`config.mk`:
```
export PLATFORM = sky130hd
export DESIGN_NAME = captura_de_datos_param
export DESIGN_NICKNAME = d
export VERILOG_FILES = /design/src/rtl/captura_pkg.sv /design/src/rtl/pixel_packer.sv /design/src/rtl/captura_de_datos_param.sv
export SDC_FILE = /design/constraint.sdc
export NUM_CORES = 1
export LEC_CHECK = 0
export ABC_AREA = 1
export CELL_PAD_IN_SITES_DETAIL_PLACEMENT = 1
export CELL_PAD_IN_SITES_GLOBAL_PLACEMENT = 2
export CORE_MARGIN = 5
export CORE_UTILIZATION = 27
export CTS_CLUSTER_SIZE = 10
export DETAILED_ROUTE_END_ITERATION = 8
export PLACE_DENSITY = 0.89
export SLEW_MARGIN = 25
export SYNTH_ARGS = -nofsm -noshare
export SYNTH_HDL_FRONTEND = slang
export SYNTH_SLANG_ARGS = --single-unit
```
`constraint.sdc`:
```
create_clock -name PCLK -period 1.7 [get_ports PCLK]
set_input_delay 0.51 -clock PCLK [delete_from_list [all_inputs] [get_ports PCLK]]
set_output_delay 0.51 -clock PCLK [all_outputs]
set_load 0.005 [all_outputs]
```
`src/rtl/captura_pkg.sv`:
```
// Shared definitions for the camera capture path: output format codes, capture FSM encoding
// and the RGB565 -> {RGB332, RGB444, RGB565} pixel packing function.
package captura_pkg;

  localparam int FMT_RGB332 = 0;
  localparam int FMT_RGB444 = 1;
  localparam int FMT_RGB565 = 2;

  typedef enum logic [1:0] {
    WAIT_SYNC = 2'd0,
    ARMED     = 2'd1,
    CAPTURE   = 2'd2
  } cap_state_e;

  // b0 is the first camera byte (R + upper G), b1 the second (lower G + B).
  function automatic logic [15:0] pack_pixel(input logic [7:0] b0, input logic [7:0] b1,
                                             input int fmt);
    logic [15:0] pix;
    case (fmt)
      FMT_RGB332: pix = {8'h00, b0[7:5], b0[2:0], b1[4:3]};
      FMT_RGB444: pix = {4'h0, b0[7:4], b0[2:0], b1[7], b1[4:1]};
      default:    pix = {b0, b1};
    endcase
    return pix;
  endfunction

endpackage

```
`src/rtl/pixel_packer.sv`:
```
// Combinational pixel packer: two camera bytes -> 16-bit word in the selected output format.
// Also used by the test-pattern generator, so it stays free of any capture state.
module pixel_packer
  import captura_pkg::*;
#(
  parameter int OUT_FMT = FMT_RGB332
) (
  input  logic [7:0]  b0,
  input  logic [7:0]  b1,
  output logic [15:0] pix_word
);

  assign pix_word = pack_pixel(b0, b1, OUT_FMT);

endmodule

```
`src/rtl/captura_de_datos_param.sv`:
```
// OV7670 capture stage: frame-sync FSM, byte pairing, bounded DP RAM write addressing.
// Define CAPTURE_DECIM2_EN to store only even pixels of even lines (2x decimation).
module captura_de_datos_param
  import captura_pkg::*;
#(
  parameter int OUT_FMT = FMT_RGB332,
  parameter int IMG_W   = 160,
  parameter int IMG_H   = 120,
  parameter int ADDR_W  = 15
) (
  input  logic              PCLK,
  input  logic              RST,
  input  logic              VSYNC,
  input  logic              HREF,
  input  logic [7:0]        D,
  output logic [15:0]       DP_RAM_data_in,
  output logic [ADDR_W-1:0] DP_RAM_addr_in,
  output logic              DP_RAM_regW,
  output logic              frame_done,
  output logic              overflow
);

  // One extra counter bit so the address can sit at IMG_W*IMG_H even when that equals 2^ADDR_W.
  localparam int               CNT_W = ADDR_W + 1;
  localparam logic [CNT_W-1:0] PIX_N = CNT_W'(IMG_W * IMG_H);

  cap_state_e       state_q, state_d;
  logic             byte_phase_q;
  logic             href_q;
  logic [7:0]       byte0_q;
  logic [CNT_W-1:0] addr_q;
  logic [15:0]      packed_word;

  logic start_frame, accept, line_end, pixel_done, keep;

  assign start_frame = (state_q == ARMED) && !VSYNC;
  assign accept      = (state_q == CAPTURE) && HREF && !VSYNC;
  assign line_end    = href_q && !accept;
  assign pixel_done  = accept && byte_phase_q;

  always_comb begin
    // NOTE: default assigned first so every path drives state_d and no latch is inferred.
    state_d = state_q;
    case (state_q)
      WAIT_SYNC: if (VSYNC)  state_d = ARMED;
      ARMED:     if (!VSYNC) state_d = CAPTURE;
      CAPTURE:   if (VSYNC)  state_d = ARMED;
      default:               state_d = WAIT_SYNC;
    endcase
  end

`ifdef CAPTURE_DECIM2_EN
  logic pix_odd_q, line_odd_q;

  always_ff @(posedge PCLK) begin
    if (RST || start_frame) begin
      pix_odd_q  <= 1'b0;
      line_odd_q <= 1'b0;
    end else if (line_end) begin
      pix_odd_q  <= 1'b0;
      line_odd_q <= ~line_odd_q;
    end else if (pixel_done) begin
      pix_odd_q  <= ~pix_odd_q;
    end
  end

  assign keep = !pix_odd_q && !line_odd_q;
`else
  assign keep = 1'b1;
`endif

  pixel_packer #(.OUT_FMT(OUT_FMT)) u_packer (
    .b0       (byte0_q),
    .b1       (D),
    .pix_word (packed_word)
  );

  // NOTE: non-blocking assignments so every register samples the pre-edge values.
  always_ff @(posedge PCLK) begin
    if (RST) begin
      state_q        <= WAIT_SYNC;
      byte_phase_q   <= 1'b0;
      href_q         <= 1'b0;
      byte0_q        <= '0;
      addr_q         <= '0;
      DP_RAM_data_in <= '0;
      DP_RAM_regW    <= 1'b0;
      frame_done     <= 1'b0;
      overflow       <= 1'b0;
    end else begin
      state_q     <= state_d;
      href_q      <= accept;
      DP_RAM_regW <= 1'b0;
      frame_done  <= (state_q == CAPTURE) && VSYNC;

      if (start_frame || line_end) byte_phase_q <= 1'b0;
      else if (accept)             byte_phase_q <= ~byte_phase_q;

      if (accept && !byte_phase_q) byte0_q <= D;

      if (start_frame) begin
        addr_q   <= '0;
        overflow <= 1'b0;
      end else begin
        // The write address advances once the strobe has been presented with it.
        if (DP_RAM_regW) addr_q <= addr_q + 1'b1;
        if (pixel_done && keep) begin
          if (addr_q == PIX_N) begin
            overflow <= 1'b1;
          end else begin
            DP_RAM_regW    <= 1'b1;
            DP_RAM_data_in <= packed_word;
          end
        end
      end
    end
  end

  assign DP_RAM_addr_in = addr_q[ADDR_W-1:0];

endmodule

```
After elaboration in Yosys (flattened, before gate mapping)
Index checks and enable logic that the tools add are counted.

word-level totals
  word-level logic and storage cells = 42
  input bits = 12
  register bits after elaboration = 39
  output and inout bits = 34

operators by class
  reductions and logical operators = 19
  bitwise operators = 4
  add/subtract/negate cells = 1
  muxes and demuxes = 4
  eq/ne operators = 5

operators with widths
  kind                                                                      number
  16-bit by 1-bit adder with 16-bit output (second input constant)          1
  16-bit by 15-bit == test with 1-bit output (second input constant)        1
  1-bit logical AND                                                         7
  2-bit OR reduction                                                        3
  2-bit 2-to-1 mux                                                          2
  1-bit NOT                                                                 4
  2-bit case mux with 2 select lines                                        1
  2-bit AND reduction                                                       2
  1-bit zero test                                                           3
  3-bit AND reduction                                                       1
  3-bit OR reduction                                                        1
  2-bit by 1-bit == test with 1-bit output (second input constant)          1
  2-bit == test (second input constant)                                     1
  2-bit zero test                                                           1
  2-bit by 1-bit inequality test with 1-bit output (second input constant)  1
  2-bit inequality test (second input constant)                             1
  1-bit logical OR                                                          1
  1-bit 2-to-1 mux                                                          1

Logic depth before layout (Yosys ltp)
Gate-level depths: netlist (run 1).

  word-level depth = 7
  mapped depth = 9
  depth with buffers taken out = 8

Cells and area by module
From an unflattened synthesis (run 1), not the netlist that was laid out.

unflattened totals
  cells, all modules = 331
  area, all modules = 2438.6 um^2

modules (own cells, without submodules)
  module                  cells each  area each (um^2)  sequential area each (um^2)  times used
  captura_de_datos_param  314         2314.7            940.9                        1
  pixel_packer            17          123.9             0.0                          1

Least setup slack after synthesis (run 1)
No wires, ideal clock.

  path kind = flip-flop to flip-flop
  from = register addr_q[0]
  to = register DP_RAM_data_in[0]
  clock period less this slack = 1.267 ns
  path buffers = 1
  slack = 0.433 ns
  cell stages (with the launch flop) = 9
  data arrival time = 1.152 ns
  cell sequence = dfxtp_1 -> inv_1 -> ha_1 -> nand3_1 -> nor2_2 -> nand2_2 -> buf_6 -> a21oi_1 -> nor2_1

on the way
  cells in the longest elaborated chain, start to end = 3

ends and longest elaborated chain
  element                                     line                           RTL
  start, declared                             captura_de_datos_param.sv:31   logic [CNT_W-1:0] addr_q;
  start signal, assigned                      captura_de_datos_param.sv:106  if (DP_RAM_regW) addr_q <= addr_q + 1'b1;
  16-bit by 15-bit == test with 1-bit output  captura_de_datos_param.sv:108  if (addr_q == PIX_N) begin
  1-bit NOT (no source line)                  -
  3-bit AND reduction (no source line)        -
  end signal, assigned                        captura_de_datos_param.sv:112  DP_RAM_data_in <= packed_word;
  end, declared                               captura_de_datos_param.sv:16   output logic [15:0] DP_RAM_data_in,

No other way between the ends.
A chain may end at the register's enable or synchronous reset.

Final worst setup path (run 1)
  from = register addr_q[6]
  to = output DP_RAM_addr_in[6]

RTL lines
  element        line                          RTL
  end, declared  captura_de_datos_param.sv:17  output logic [ADDR_W-1:0] DP_RAM_addr_in,

No word-level cell between the ends.

==> results.md, run 1 <==
* CP max stage cell: clkdlybuf4s50_1
* Peak VDD IR at between 0.3 and 0.4 mV
* Yosys warning total at 0
* Met2 capacity usage during global routing at between 10% and 20%
* Initial core utilization at roughly 28%
* Worst Path Required at 1.19 ns
* Leak at roughly 1.1 nW
* Pwr per Cell Area at about 660 nW/um^2
* Routed Wire Length at about 4.7 mm
* Hold Vio Cnt, Final at 0
* Post-synth ARST share at 0%
* DP HPWL at 3.42 mm
* Max-Cap Viols at 0
* Nets at 300
* Final Non-Filler Cells at 382
* Largest net degree at the start of global routing at 20
* FMAX at 598 MHz
* Core area at 6790 sq um
* Minimum clock period at between 1.5 and 2 ns
* Max Clock Skew at 0.00498 ns
* Sequential share of the synthesized area at 39.1%
* Worst setup slack after layout at around 0.026 ns
* GRT Residual Overflow at 0
* Crit-path max cell delay at 0.50 ns
* # setup viols final at 0
* Top FF cell, synth: dfxtp_1
* Area Growth Syn to Fin at 26.9%
* Site row count at 30
* EDFF count, synth at 0
* Pwr Total at between 1.5 and 2 mW
* Ant diodes at 0
* Overall global routing resource usage at a little under an eighth
* Vias at roughly 1,600
* CTS max path bufs at 2
* CTS tree: done
* Setup CP Type: reg -> out
* DRC at 0
* Final period util at between 90% and 100%
* Synth Instances at roughly 250
* Placed Cells at 372
* Post-synth cell types at 29
* Vias per cell at 4.28
* Max-slew violation count at 0
* Area after DPL at roughly 2200 sq um
* First-pass DRT Iterations at 4
* Clock Latency Late Sink at 0.29 ns
* Final Core Density at 35.4%
* Clk slew on worst S/H paths at around 0.080 ns
* Met3 usage at ~3.8%
* Crit. End Element: primary output
* #FFs+latches synth at 37
* Clock buffer count from CTS at 5
* Routed len/inst at 12.3 um
* Kind of cell adding the most delay to the critical path: buffers and inverters
* Input/output buffers at 37
* Post-DRT Antenna Nets at 0
* Worst path arrival time at 1.16 ns
* Root Buffer: clkbuf_8
* Initial antenna violation count at 0
* Avg Cell Area, Syn at roughly 7.5 sq um
* Layout cells sized above 1 at between 15 and 20%
* Gpl congestion at ~0.73
* Post-route cell area at ~2400 sq um
* Die width at roughly 94 um
* Die Height at between 90 and 100 um
* Synth top area share at approximately two fifths
* # clock sinks at 37
* Synth cell count leaders: dfxtp_1, nand2_1, nor2_1
* Status: complete, no violations
* M1 GR Usage at between 10 and 15%
* CP Cell Sequence: clkdlybuf4s50_1
* Pre-CTS setup slack at -0.204 ns
* First-pass GRT wire length at about 7.9 mm
* Leading area contributor after synthesis: dfxtp_1
* CP bufs+invs at 1
* Synth area leaders: dfxtp_1, buf_4, nand2_1
* DR iter-0 viols at 33
* Area of the die at 8790 sq um
* Vias in the first global route at ~1,700
* Grt peak-use layer: met2
* CP Launch Type: flop
* # IOs at 46
* Synth Cell Area at between 1500 and 2000 sq um
* CTS H-tree lvls at 2
* Worst Hold Class: reg -> reg
* Worst Path Max Fanout at 5
placed cells by master (no fill, tap or decap), drive strengths merged:
cell type / n
o21ai: 10
inv: 30
nor3b: 2
xor2: 2
dlymetal6s2s: 8
a21oi: 26
dlygate4sd2: 3
buf: 10
nor3: 5
nand3: 19
clkbuf: 7
ha: 2
nor2: 43
clkdlybuf4s50: 26
or2: 1
dfxtp: 37
nand4: 3
nand3b: 1
conb: 8
nand2: 41
xnor2: 1
a31oi: 1
flip-flops by register name, summed over array words and instances, names as in the netlist:
| register | flops |
|---|---|
| byte_phase_q | 1 |
| frame_done | 1 |
| state_q | 2 |
| byte0_q | 6 |
| DP_RAM_data_in | 8 |
| overflow | 1 |
| addr_q | 16 |
| href_q | 1 |
| DP_RAM_regW | 1 |
area by class of cell:
class / count / area, sq um
fillers: 859 / 4390
multi-input cells: 165 / 842
flip-flops and latches: 37 / 782
repair buffers: 47 / 462
well taps: 96 / 120
inverters: 30 / 113
clock buffers: 7 / 86.3
layer usage:
layer | share of wire (%) | routed length (um) | vias up
li1 | - | - | 834
met1 | 44 | 2090 | 748
met2 | 47 | 2230 | 46
met3 | 6.6 | 310 | 6
met4 | 1.5 | 72 | 0
met5 | 0 | 0 | -
cells by family after synthesis:
family	share of synthesized area, %
simple gates	29.7
compound gates	10.2
flops	39.1
other cells	0.198
xor+xnor	1.39
buf+inv	18.1
fa+ha+maj	1.32
final timing paths:
check                  start           endpoint  slack (ns)  depth (start not counted)
hold / removal    state_q[0]         state_q[0]        0.44                          1
setup reg to reg   addr_q[0]  DP_RAM_data_in[3]        0.23                          8
hold reg to reg   state_q[0]         state_q[0]        0.44                          1
setup / recovery   addr_q[6]  DP_RAM_addr_in[6]        0.03                          1
power breakdown:
part / internal (mW) / switching [mW] / total, mW / leakage (nW)
combinational: 0.0395 / 0.0457 / 0.0851 / 0.714
sequential: 0.855 / 0.00283 / 0.857 / 0.308
clock: 0.322 / 0.312 / 0.634 / 0.0443
timing repair:
action,4_1_cts,5_1_grt
gates cloned,0,0
gates resized for setup,24,11
hold buffers,0,0
endpoints found under the setup margin,13,13
buffers inserted,1,2
metrics by stage:
step           setup TNS (ns)  hold slack (ns)
3_5_place_dp            -2.27            0.428
5_1_grt             -0.000738            0.459
3_3_place_gp            -1.75            0.415
6_report                    0            0.436
4_1_cts                     0            0.439
2_1_floorplan               0            0.405
Note: power is estimated with default switching activity, not from simulation.
==> run 2, diff against run 1 <==
--- a/config.mk
+++ b/config.mk
@@ -12,7 +12,9 @@
 export CORE_UTILIZATION = 27
 export CTS_CLUSTER_SIZE = 10
 export DETAILED_ROUTE_END_ITERATION = 8
+export GPL_TIMING_DRIVEN = 1
 export PLACE_DENSITY = 0.89
+export REMOVE_ABC_BUFFERS = 1
 export SLEW_MARGIN = 25
 export SYNTH_ARGS = -nofsm -noshare
 export SYNTH_HDL_FRONTEND = slang
==> results.md, run 2 (same netlist as run 1, synthesis figures left out) <==
* # IOs at 46 (unchanged)
* Vias in the first global route at 1,683 (was 1,664)
* Clock buffer count from CTS at 5 (unchanged)
* Core area at 6790 sq um (unchanged)
* Commonest non-fill, non-tap cells in the layout: nand2_1, nor2_1, inv_1, clkdlybuf4s50_1, a21oi_1 (unchanged)
* Final Non-Filler Cells at 389 (was 382)
* Worst Path Required at 1.19 ns (about the same)
* Crit. End Element: primary output (unchanged)
* DP HPWL at 3.42 mm (about the same)
* Hold Vio Cnt, Final at 0 (unchanged)
* Total negative slack at 0 ns (unchanged)
* Root Buffer: clkbuf_8 (unchanged)
* CP bufs+invs at 1 (unchanged)
* Max-Cap Viols at 0 (unchanged)
* GRT Residual Overflow at 0 (unchanged)
* FMAX at 607 MHz (was 598 MHz)
* Routed len/inst at 11.6 um (was 12.3 um)
* CTS tree: done (unchanged)
* Sequential cell area at 782 sq um (unchanged)
* Post-DRT Antenna Nets at 0 (unchanged)
* # setup viols final at 0 (unchanged)
* Pre-CTS setup slack at -0.199 ns (was -0.204 ns)
* Routed Wire Length at 4.52 mm (was 4.70 mm)
* Die width at 93.8 um (unchanged)
* Area of the die at 8790 sq um (unchanged)
* Initial core utilization at 27.9% (unchanged)
* Max Clock Skew at 0.00504 ns (was 0.00498 ns)
* # clock sinks at 37 (unchanged)
* Area Growth Syn to Fin at 30.4% (was 26.9%)
* Minimum clock period at 1.65 ns (was 1.67 ns)
* CP Launch Type: flop (unchanged)
* Placed Cells at 374 (was 372)
* Nets at 306 (was 300)
* Kind of cell adding the most delay to the critical path: buffers and inverters (unchanged)
* Most common cell after layout, fill and taps aside: nand2_1 (unchanged)
* Vias per cell at 4.26 (was 4.28)
* Worst Path Max Fanout at 2 (was 5)
* Worst setup slack after layout at 0.0535 ns (was 0.0264 ns)
* Peak VDD IR at 0.313 mV (was 0.302 mV)
* Largest net degree at the start of global routing at 20 (unchanged)
* CTS max path bufs at 2 (unchanged)
* Die Height at 93.8 um (unchanged)
* Input/output buffers at 37 (unchanged)
* Clock Latency Late Sink at 0.29 ns (about the same)
* Max-slew violation count at 0 (unchanged)
* Gpl congestion at 0.734 (was 0.729)
* Pwr per Cell Area at 710 nW/um^2 (was 656 nW/um^2)
* First-pass DRT Iterations at 2 (was 4)
* CTS H-tree lvls at 2 (unchanged)
* Fillers at 859 (unchanged)
* Overall global routing resource usage at 11.0% (was 11.3%)
* CP max stage cell: clkdlybuf4s50_1 (unchanged)
* DR iter-0 viols at 52 (was 33)
* Site row count at 30 (unchanged)
* Register bank with the most flops: addr_q (unchanged)
* Crit-path max cell delay at 0.50 ns (about the same)
* Leak at 1.04 nW (was 1.07 nW)
* Max reg flops at 16 (unchanged)
* Final period util at 96.9% (was 98.4%)
* Biggest regs: addr_q x16, DP_RAM_data_in x8, byte0_q x6 (unchanged)
* Clk slew on worst S/H paths at 0.07 ns (was 0.08 ns)
* Initial antenna violation count at 0 (unchanged)
* Setup CP Type: reg -> out (unchanged)
* CP Cell Sequence: clkdlybuf4s50_1 (unchanged)
* Ant diodes at 0 (unchanged)
* Layout cells sized above 1 at 20.8% (was 16.4%)
* Worst Hold Class: reg -> reg (unchanged)
* Worst path arrival time at 1.14 ns (was 1.16 ns)
* Vias at 1,656 (was 1,634)
* DRC at 0 (unchanged)
* Status: complete, no violations (unchanged)
* Pwr Total at 1.75 mW (was 1.58 mW)
* Area of the multi-input gates at 837 sq um (was 842 sq um)
* First-pass GRT wire length at 7.73 mm (was 7.88 mm)
run 2: changes by cell type in the layout (fill, tap and decap cells not counted):
cell	previous run	this run
buf_4	10	16
bufinv_16	0	1
clkbuf_1	1	0
clkdlybuf4s50_1	26	29
clkinvlp_4	0	1
dfxtp_1	24	18
dfxtp_2	3	12
dfxtp_4	10	7
dlymetal6s2s_1	8	5
nand2_2	3	4
nand2_4	1	0
run 2: repair_timing:
action | 4_1_cts | 5_1_grt
hold buffers | 0 | 0
buffers inserted | 2 | 5
setup endpoints to repair | 12 | 17
gates resized for setup | 21 | 13
run 2: worst paths after layout:
path / slack, ns / cells past startpoint / startpoint / to
setup reg to reg: 0.26 / 8 / addr_q[1] / DP_RAM_data_in[3]
hold / removal: 0.43 / 1 / state_q[0] / state_q[0]
setup / recovery: 0.05 / 1 / DP_RAM_data_in[6] / DP_RAM_data_in[6]
hold reg to reg: 0.43 / 1 / state_q[0] / state_q[0]
run 2: layout make-up:
| class | instances | share of cell area [%] |
|---|---|---|
| Sequential cell | 37 | 31.6 |
| Inverter | 30 | 4.56 |
| Clock inverter | 2 | 1.52 |
| Multi-Input combinational cell | 165 | 33.9 |
| Clock buffer | 6 | 3.34 |
| Timing Repair Buffer | 53 | 20.2 |
| Tap cell | 96 | 4.86 |
run 2: power breakdown:
part	switching [mW]	leakage (nW)	total (mW)	internal, mW
clock network	0.332	0.0574	0.809	0.477
logic	0.0448	0.674	0.0834	0.0386
registers	0.00272	0.310	0.862	0.859
total	0.379	1.04	1.75	1.37
run 2: stage by stage:
stage	area, sq um	hold WS (ns)	utilization, %
after global placement	2250	0.417	33.1
after global routing	2470	0.468	36.4
final	2470	0.431	36.4
after CTS	2410	0.435	35.5
after floorplan	1690	0.405	-
after detailed placement	2250	0.424	33.1
run 2: per-layer routing:
metal / vias up / track usage [%] / routed length [um]
met5: - / 0 / 0
li1: 852 / - / -
met3: 5 / 3.77 / 254
met4: 0 / 3.49 / 44
met1: 761 / 12.6 / 2000
met2: 38 / 19.2 / 2220
